`config.mk`:
```
export PLATFORM = sky130hd
export DESIGN_NAME = mul_div_unit
export DESIGN_NICKNAME = d
export VERILOG_FILES = /design/src/rtl/mul_div_unit.sv
export SDC_FILE = /design/constraint.sdc
export NUM_CORES = 1
export LEC_CHECK = 0
export ABC_AREA = 0
export BUFFER_PORTS_ARGS = -buffer_cell sky130_fd_sc_hd__buf_2
export CORE_UTILIZATION = 66
export CTS_BUF_LIST = sky130_fd_sc_hd__clkbuf_8
export CTS_CLUSTER_SIZE = 40
export DETAILED_ROUTE_END_ITERATION = 10
export GPL_ROUTABILITY_DRIVEN = 0
export MAX_ROUTING_LAYER = met4
export PLACE_DENSITY = 0.89
export SETUP_SLACK_MARGIN = 0.3
export SYNTH_ARGS = -nofsm -noshare
export SYNTH_HDL_FRONTEND = slang
export SYNTH_SLANG_ARGS = --single-unit
```
`constraint.sdc`:
```
create_clock -name clk -period 7.6 [get_ports clk]
set_input_delay 1.52 -clock clk [delete_from_list [all_inputs] [get_ports clk]]
set_output_delay 1.52 -clock clk [all_outputs]
set_load 0.02 [all_outputs]
```
`src/rtl/mul_div_unit.sv`:
```
// ============================================================================
// mul_div_unit : iterative shift-add multiplier / restoring divider, 1 bit/clk
// Optional signed ops when MUL_DIV_SIGNED_EN is defined.    Rev 1.0
// ============================================================================
`default_nettype none

module mul_div_unit #(
    parameter int bit_size = 32
) (
    input  logic                clk,
    input  logic                rst,
    input  logic                start,
    input  logic [1:0]          op,
    input  logic [bit_size-1:0] src1,
    input  logic [bit_size-1:0] src2,
    output logic                busy,
    output logic                done,
    output logic [bit_size-1:0] hi,
    output logic [bit_size-1:0] lo,
    output logic                div_by_zero
);

    localparam int W  = bit_size;
    localparam int CW = $clog2(bit_size + 1);

    typedef enum logic [1:0] {
        S_IDLE = 2'd0,
        S_MUL  = 2'd1,
        S_DIV  = 2'd2,
        S_DONE = 2'd3
    } state_t;

    state_t          state_q, state_d;
    logic [CW-1:0]   cnt_q, cnt_d;
    logic [2*W:0]    work_q, work_d;
    logic [W-1:0]    opnd_q, opnd_d;
    logic [W-1:0]    hi_q, hi_d;
    logic [W-1:0]    lo_q, lo_d;
    logic            dbz_q, dbz_d;

    logic            accept;
    logic [W-1:0]    mag1, mag2;
    logic [W:0]      mul_upper;
    logic [2*W:0]    mul_next;
    logic [2*W:0]    div_shift;
    logic [W:0]      div_diff;
    logic [2*W:0]    div_next;

`ifdef MUL_DIV_SIGNED_EN
    logic            neg_res_q, neg_res_d;
    logic            neg_rem_q, neg_rem_d;
    logic            sgn1, sgn2;

    always_comb begin
        sgn1 = ~op[0] & src1[W-1];
        sgn2 = ~op[0] & src2[W-1];
        mag1 = sgn1 ? (-src1) : src1;
        mag2 = sgn2 ? (-src2) : src2;
    end
`else
    logic            unused_op0;

    assign unused_op0 = op[0];
    assign mag1       = src1;
    assign mag2       = src2;
`endif

    assign accept = start && (state_q == S_IDLE || state_q == S_DONE);

    // Shift-add: work = {partial product (W+1), remaining multiplier bits}
    always_comb begin
        mul_upper = work_q[2*W:W] + {1'b0, (work_q[0] ? opnd_q : {W{1'b0}})};
        mul_next  = {mul_upper, work_q[W-1:0]} >> 1;
    end

    // Restoring divide: work = {partial remainder (W+1), dividend/quotient}
    always_comb begin
        div_shift = work_q << 1;
        div_diff  = div_shift[2*W:W] - {1'b0, opnd_q};
        if (!div_diff[W]) begin
            div_next = {div_diff, div_shift[W-1:1], 1'b1};
        end else begin
            div_next = div_shift;
        end
    end

    always_comb begin
        state_d = state_q;
        cnt_d   = cnt_q;
        work_d  = work_q;
        opnd_d  = opnd_q;
        hi_d    = hi_q;
        lo_d    = lo_q;
        dbz_d   = dbz_q;
`ifdef MUL_DIV_SIGNED_EN
        neg_res_d = neg_res_q;
        neg_rem_d = neg_rem_q;
`endif

        case (state_q)
            S_MUL: begin
                if (cnt_q == CW'(W)) begin
                    state_d = S_DONE;
`ifdef MUL_DIV_SIGNED_EN
                    {hi_d, lo_d} = neg_res_q ? (-work_q[2*W-1:0]) : work_q[2*W-1:0];
`else
                    {hi_d, lo_d} = work_q[2*W-1:0];
`endif
                end else begin
                    work_d = mul_next;
                    cnt_d  = cnt_q + CW'(1);
                end
            end
            S_DIV: begin
                if (opnd_q == '0) begin
                    // Dividend magnitude is still untouched in the low half
                    state_d = S_DONE;
                    lo_d    = '1;
                    dbz_d   = 1'b1;
`ifdef MUL_DIV_SIGNED_EN
                    hi_d    = neg_rem_q ? (-work_q[W-1:0]) : work_q[W-1:0];
`else
                    hi_d    = work_q[W-1:0];
`endif
                end else if (cnt_q == CW'(W)) begin
                    state_d = S_DONE;
`ifdef MUL_DIV_SIGNED_EN
                    lo_d    = neg_res_q ? (-work_q[W-1:0])   : work_q[W-1:0];
                    hi_d    = neg_rem_q ? (-work_q[2*W-1:W]) : work_q[2*W-1:W];
`else
                    lo_d    = work_q[W-1:0];
                    hi_d    = work_q[2*W-1:W];
`endif
                end else begin
                    work_d = div_next;
                    cnt_d  = cnt_q + CW'(1);
                end
            end
            S_DONE: begin
                state_d = S_IDLE;
            end
            default: begin
                state_d = S_IDLE;
            end
        endcase

        if (accept) begin
            cnt_d   = '0;
            dbz_d   = 1'b0;
            state_d = op[1] ? S_DIV : S_MUL;
            opnd_d  = op[1] ? mag2 : mag1;
            work_d  = {{(W+1){1'b0}}, (op[1] ? mag1 : mag2)};
`ifdef MUL_DIV_SIGNED_EN
            neg_res_d = sgn1 ^ sgn2;
            neg_rem_d = sgn1;
`endif
        end
    end

    always_ff @(posedge clk or negedge rst) begin
        if (!rst) begin
            state_q <= S_IDLE;
            cnt_q   <= '0;
            work_q  <= '0;
            opnd_q  <= '0;
            hi_q    <= '0;
            lo_q    <= '0;
            dbz_q   <= 1'b0;
        end else begin
            state_q <= state_d;
            cnt_q   <= cnt_d;
            work_q  <= work_d;
            opnd_q  <= opnd_d;
            hi_q    <= hi_d;
            lo_q    <= lo_d;
            dbz_q   <= dbz_d;
        end
    end

`ifdef MUL_DIV_SIGNED_EN
    always_ff @(posedge clk or negedge rst) begin
        if (!rst) begin
            neg_res_q <= 1'b0;
            neg_rem_q <= 1'b0;
        end else begin
            neg_res_q <= neg_res_d;
            neg_rem_q <= neg_rem_d;
        end
    end
`endif

    assign busy        = (state_q == S_MUL) || (state_q == S_DIV);
    assign done        = (state_q == S_DONE);
    assign hi          = hi_q;
    assign lo          = lo_q;
    assign div_by_zero = dbz_q;

endmodule

`default_nettype wire

```
* Word level (Yosys, flattened, before mapping)
Index checks and enable logic that the tools add are counted.
** Word-level totals
- Flip-flop bits (word level) :: 170
- Bits in latches :: 0
- Bits in writable memories :: 0
- Memory bits (read-only) :: 0
- Output and inout bits :: 67
- Word-level logic and storage cells :: 56
- Memories kept :: 0
** Cells by class
- $add $sub $neg :: 3
- $mul :: 0
- Div/mod/pow operators :: 0
- $lt $le $gt $ge :: 0
- Equality and inequality tests :: 7
- Shift-type cells :: 0
- Muxes and demuxes :: 27
- Bitwise operators :: 0
- Reduce and logical (&&, ||, !) cells :: 12
** Operators with widths (count)
- $mux 65 :: 5
- $mux 32 :: 7
- $pmux 65 s2 :: 1
- $pmux 32 s2 :: 2
- $add 33x32->33 :: 1
- $sub 33x32->33 :: 1
- $logic_not 32->1 :: 1
- $mux 6 :: 3
- $pmux 6 s2 :: 1
- $ne 3x3->1 const B :: 3
- $mux 2 :: 4
- $add 6x1->6 const B :: 1
- $eq 6x6->1 const B :: 1
- $reduce_bool 2->1 :: 3
- $eq 2x2->1 const B :: 2
- $pmux 2 s2 :: 1
- $reduce_and 2->1 :: 2
- $reduce_and 4->1 :: 1
- $mux 1 :: 3
- $reduce_bool 3->1 :: 1
- $eq 2x1->1 const B :: 1
- $logic_not 2->1 :: 1
- $logic_or 1x1->1 :: 2
- $logic_and 1x1->1 :: 1

* Longest topological paths before layout
- Depth in word-level cells :: 6
- Mapped depth :: 20
- Depth with buffers taken out :: 20

* Worst setup path before layout
No wires, ideal clock.
- Kind :: flip-flop to flip-flop
- Start :: register work_q[31]
- End :: register work_q[41]
- Library setup time :: 0.122 ns
- Data arrival time :: 3.919 ns
- Setup slack :: 3.559 ns
- Cell stages (with the launch flop) :: 19
- Cells stage by stage :: dfrtp_1 inv_1 ha_1 fa_1 nand2b_1 a21o_1 a21oi_1 o22ai_1 o41ai_2 a31oi_1 nand2b_1 a31oi_1 a21o_1 a21o_1 ha_1 clkbuf_1 clkbuf_1 nand3_1 a32o_1
** On the way
- Cells in the longest elaborated chain, start to end :: 6
** Ends and longest elaborated chain
- from (decl) :: line 35 : logic [2*W:0] work_q, work_d;
- from (signal assigned) :: line 172 : work_q <= work_d;
- $sub 33x32->33 :: line 79 : div_diff = div_shift[2*W:W] - {1'b0, opnd_q};
- $mux 65 :: line 80 : if (!div_diff[W]) begin
- $mux 65 :: line 125 : end else if (cnt_q == CW'(W)) begin
- $mux 65 :: line 115 : if (opnd_q == '0) begin
- $pmux 65 s2 :: line 100 : case (state_q)
- $mux 65 :: line 147 : if (accept) begin
No other way between the ends. The select of a mux whose other input is x is not followed.
A chain may end at the register's enable or synchronous reset.

* Worst setup path after layout
- Start :: register work_q[31]
- End :: register work_q[55]
The elaborated chain is that of the path after synthesis.

==> metrics.md <==
| Metric | Value |
|---|---|
| Total Power | `5.13 mW` |
| CTS tree | `yes` |
| Largest net degree at the start of global routing | `110` |
| Clk_lat worst skew | `0.48 ns` |
| Finish-stage setup viols | `0` |
| Detailed-route DRC error count | `0` |
| Flops & latches, synth | `170` |
| Drt first pass iters | `6` |
| Crit path capture type | `flop` |
| Sequential area share after synthesis | `36.0%` |
| Part of the cycle the worst path needs | `79.8%` |
| Number of synthesized flops with an enable pin | `0` |
| Status | `completed` |
| Max-slew headroom | `24.0%` |
| Slew Viols, Final | `0` |
| Starting Density | `67.8%` |
| Multi-input logic area | `7090 um2` |
| Largest cells by area after synthesis | `dfrtp_1, mux2i_1, ha_1` |
| Congestion Overflow GR | `0` |
| Primary FF master, synth | `dfrtp_1` |
| Post-CTS setup buffers | `0` |
| Clock Sinks | `170` |
| Net switching fraction of the power | `48.9%` |
| Fin cells | `1703` |
| Netlist cell types | `67` |
| Cell with the most instances after synthesis | `nand2_1` |
| Clock Skew | `0.0134 ns` |
| Hold buffer count at cts | `0` |
| H-tree levels | `4` |
| Post-CTS Resized | `0` |
| Setup CP Type | `flop to flop` |
| Required time of the worst setup path | `8.01 ns` |
| Nets | `1604` |
| Die Ht | `136 um` |
| Hold Violations, Final | `0` |
| P_int | `2.62 mW` |
| CP most frequent cell | `a21o_1` |
| Fill cell count | `1211` |
| Leakage | `6.38 nW` |
| First-pass GRT wire length | `54.6 mm` |
| PortBufs | `134` |
| Die ar. | `18400 um2` |
| Die width | `136 um` |
| Detailed Route Iter0 Violations | `1474` |
| CP arrival | `6.47 ns` |
| Number of global-route vias before repair | `10709` |
| DR vias/cell | `6.71` |
| Synth Area per Inst | `8.57 um2` |
| Root buffer cell | `clkbuf_8` |
| Share of cells above drive strength 1 | `13.4%` |
| Worst setup startpoint | `work_q[31]$_DFFE_PN0P_` |
| Synth top cells by count | `nand2_1, dfrtp_1, o21ai_0` |
| Combinational share of power | `54.2%` |
| Max-cap violations | `0` |
| Num CTS Buffers | `17` |
| VDD IR-drop max | `340 uV` |
| Clk pwr share | `14.2%` |
| Hold wc startpoint | `hi[8]$_DFFE_PN0P_` |
| Min Clock Period, post-route | `6.06 ns` |
| Register area | `4250 um2` |
| Pwr/cell area | `393 nW/um2` |
| Ys Warns | `0` |
| Total GRT Usage | `39.3%` |
| ANT nets after route | `0` |
| Tightest Pin Transition | `1.14 ns` |
| Worst stage delay on the critical path | `0.75 ns` |
| Reg2Reg Capture Point | `work_q[55]$_DFFE_PN0P_` |
| R2R cell count | `19` |
| RSZ-0062 raised after global routing | `false` |
| Num rows | `48` |
| Hold Path Stages | `2` |
| Yosys top cell area share | `36.0%` |
| Max FO, Critical Path | `20` |
| Worst reg2reg path startpoint | `work_q[31]$_DFFE_PN0P_` |
| Final HPWL DP | `24.6 mm` |
| CP cell instances | `inv_1 > ha_1 > fa_1 > nand2b_1 > a21o_1 > a21oi_1 > o22ai_1 > o41ai_2 > a31oi_1 > nand2b_1 > a31oi_1 > a21o_1 > a21o_1 > ha_1 > clkinv_1 > nor2_1 > a222oi_1 > o31ai_1 > a31o_2` |
| WL final | `34.2 mm` |
| CP max-delay cell | `clkinv_1` |
| CTS clk-pin slew, worst paths | `0.09 ns` |
| Synth-to-Final Area Change | `10.3%` |
| Ports | `136` |
| Achievable Freq | `0.165 GHz` |
| Hold endpoint | `hi[8]$_DFFE_PN0P_` |
| Reg2reg setup slack | `1.54 ns` |
| Yosys top cell by area | `dfrtp_1` |
| Initial antenna violation count | `3` |
| Cells after Synth | `1378` |
| Setup TNS | `0 ns` |
| WL/cell | `20.1 um` |
| FFs w/ async S/R, synth | `100%` |
| CP Launch Type | `flop` |
| Flop pwr share | `31.7%` |
| Max clock buf depth | `2` |
| Syn Std Cell Area | `11800 um2` |
| Via count | `11430` |
| CORE AREA | `17400 um2` |
| Psw | `2.51 mW` |
| Syn Nets | `1520` |
| HP Class | `flop to flop` |
| Inst Count DP | `1668` |
==> power by group through the flow <==
| stage | Combinational, mW | Sequential (mW) | Clock (mW) |
|---|---|---|---|
| 6_report | 2.78 | 1.62 | 0.726 |
| 5_1_grt | 3.05 | 1.65 | 0.760 |
| 4_1_cts | 2.72 | 1.60 | 0.727 |
| 3_5_place_dp | 2.69 | 1.61 | 0 |
| 3_3_place_gp | 2.59 | 1.59 | 0 |
| 2_1_floorplan | 1.99 | 1.55 | 0 |
==> layer usage <==
metal  track usage [%]  wire length (um)
met5                 -                 0
met1              52.6             13800
met2              59.8             15700
met4              15.2              1160
met3              6.29              3480
==> logic make-up after synthesis <==
group / after synthesis / share of synthesized area [%]
simple gates: 430 / 16.5
buf+inv: 132 / 4.23
mux: 104 / 8.82
flops: 170 / 36.0
compound gates: 416 / 22.7
xor+xnor: 53 / 3.93
fa+ha+maj: 73 / 7.86
==> state kept, by name (all words and copies together) (netlist names) <==
signal and cells:
work_q 65, hi 32, lo 32, opnd_q 32, cnt_q 6, state_q 2, div_by_zero 1
==> worst max-delay path by stage <==
stage / end / slack, ns
3_5_place_dp: work_q[55]$_DFFE_PN0P_ / 1.79
4_1_cts: work_q[55]$_DFFE_PN0P_ / 1.72
2_1_floorplan: work_q[41]$_DFFE_PN0P_ / 3.56
5_1_grt: work_q[43]$_DFFE_PN0P_ / 1.28
6_report: work_q[55]$_DFFE_PN0P_ / 1.54
3_3_place_gp: work_q[55]$_DFFE_PN0P_ / 1.89
==> stage by stage <==
step / setup slack, ns / hold WS, ns / cell area (um2) / utilization [%]
3_3_place_gp: 1.89 / 0.459 / 12600 / 72.3
3_5_place_dp: 1.79 / 0.465 / 12600 / 72.3
2_1_floorplan: 3.56 / 0.485 / 11800 / -
5_1_grt: 1.28 / 0.522 / 13000 / 74.9
4_1_cts: 1.72 / 0.486 / 13000 / 74.8
6_report: 1.54 / 0.482 / 13000 / 74.9
==> final cells by class <==
| type | count | area share (%) |
|---|---|---|
| well taps | 225 | 2.16 |
| clock inverters | 15 | 1.60 |
| flip-flops and latches | 170 | 32.6 |
| diodes | 3 | 0.0576 |
| multi-input cells | 1076 | 54.4 |
| repair buffers | 145 | 5.84 |
| inverters | 52 | 1.50 |
| clock buffers | 17 | 1.79 |
==> cells in the final DEF (no fill, tap or decap), types with 43 or more instances in the layout <==
| master | Yosys | layout |
|---|---|---|
| inv_1 | 51 | 52 |
| mux2i_1 | 103 | 103 |
| a21oi_1 | 73 | 73 |
| dfrtp_1 | 170 | 170 |
| nand2_1 | 210 | 209 |
| nor2_1 | 72 | 69 |
| o21ai_0 | 145 | 145 |
| ha_1 | 71 | 70 |
| nand3_1 | 43 | 43 |
| buf_2 | 3 | 132 |
==> critical path: cells and delay by family (launching register included) <==
kind            cells  cell delay, ns
buf+inv             2            0.89
flops               1            0.40
compound gates     11            2.33
fa+ha+maj           3            1.40
simple gates        3            0.96
(Power assumes the default switching activity.)
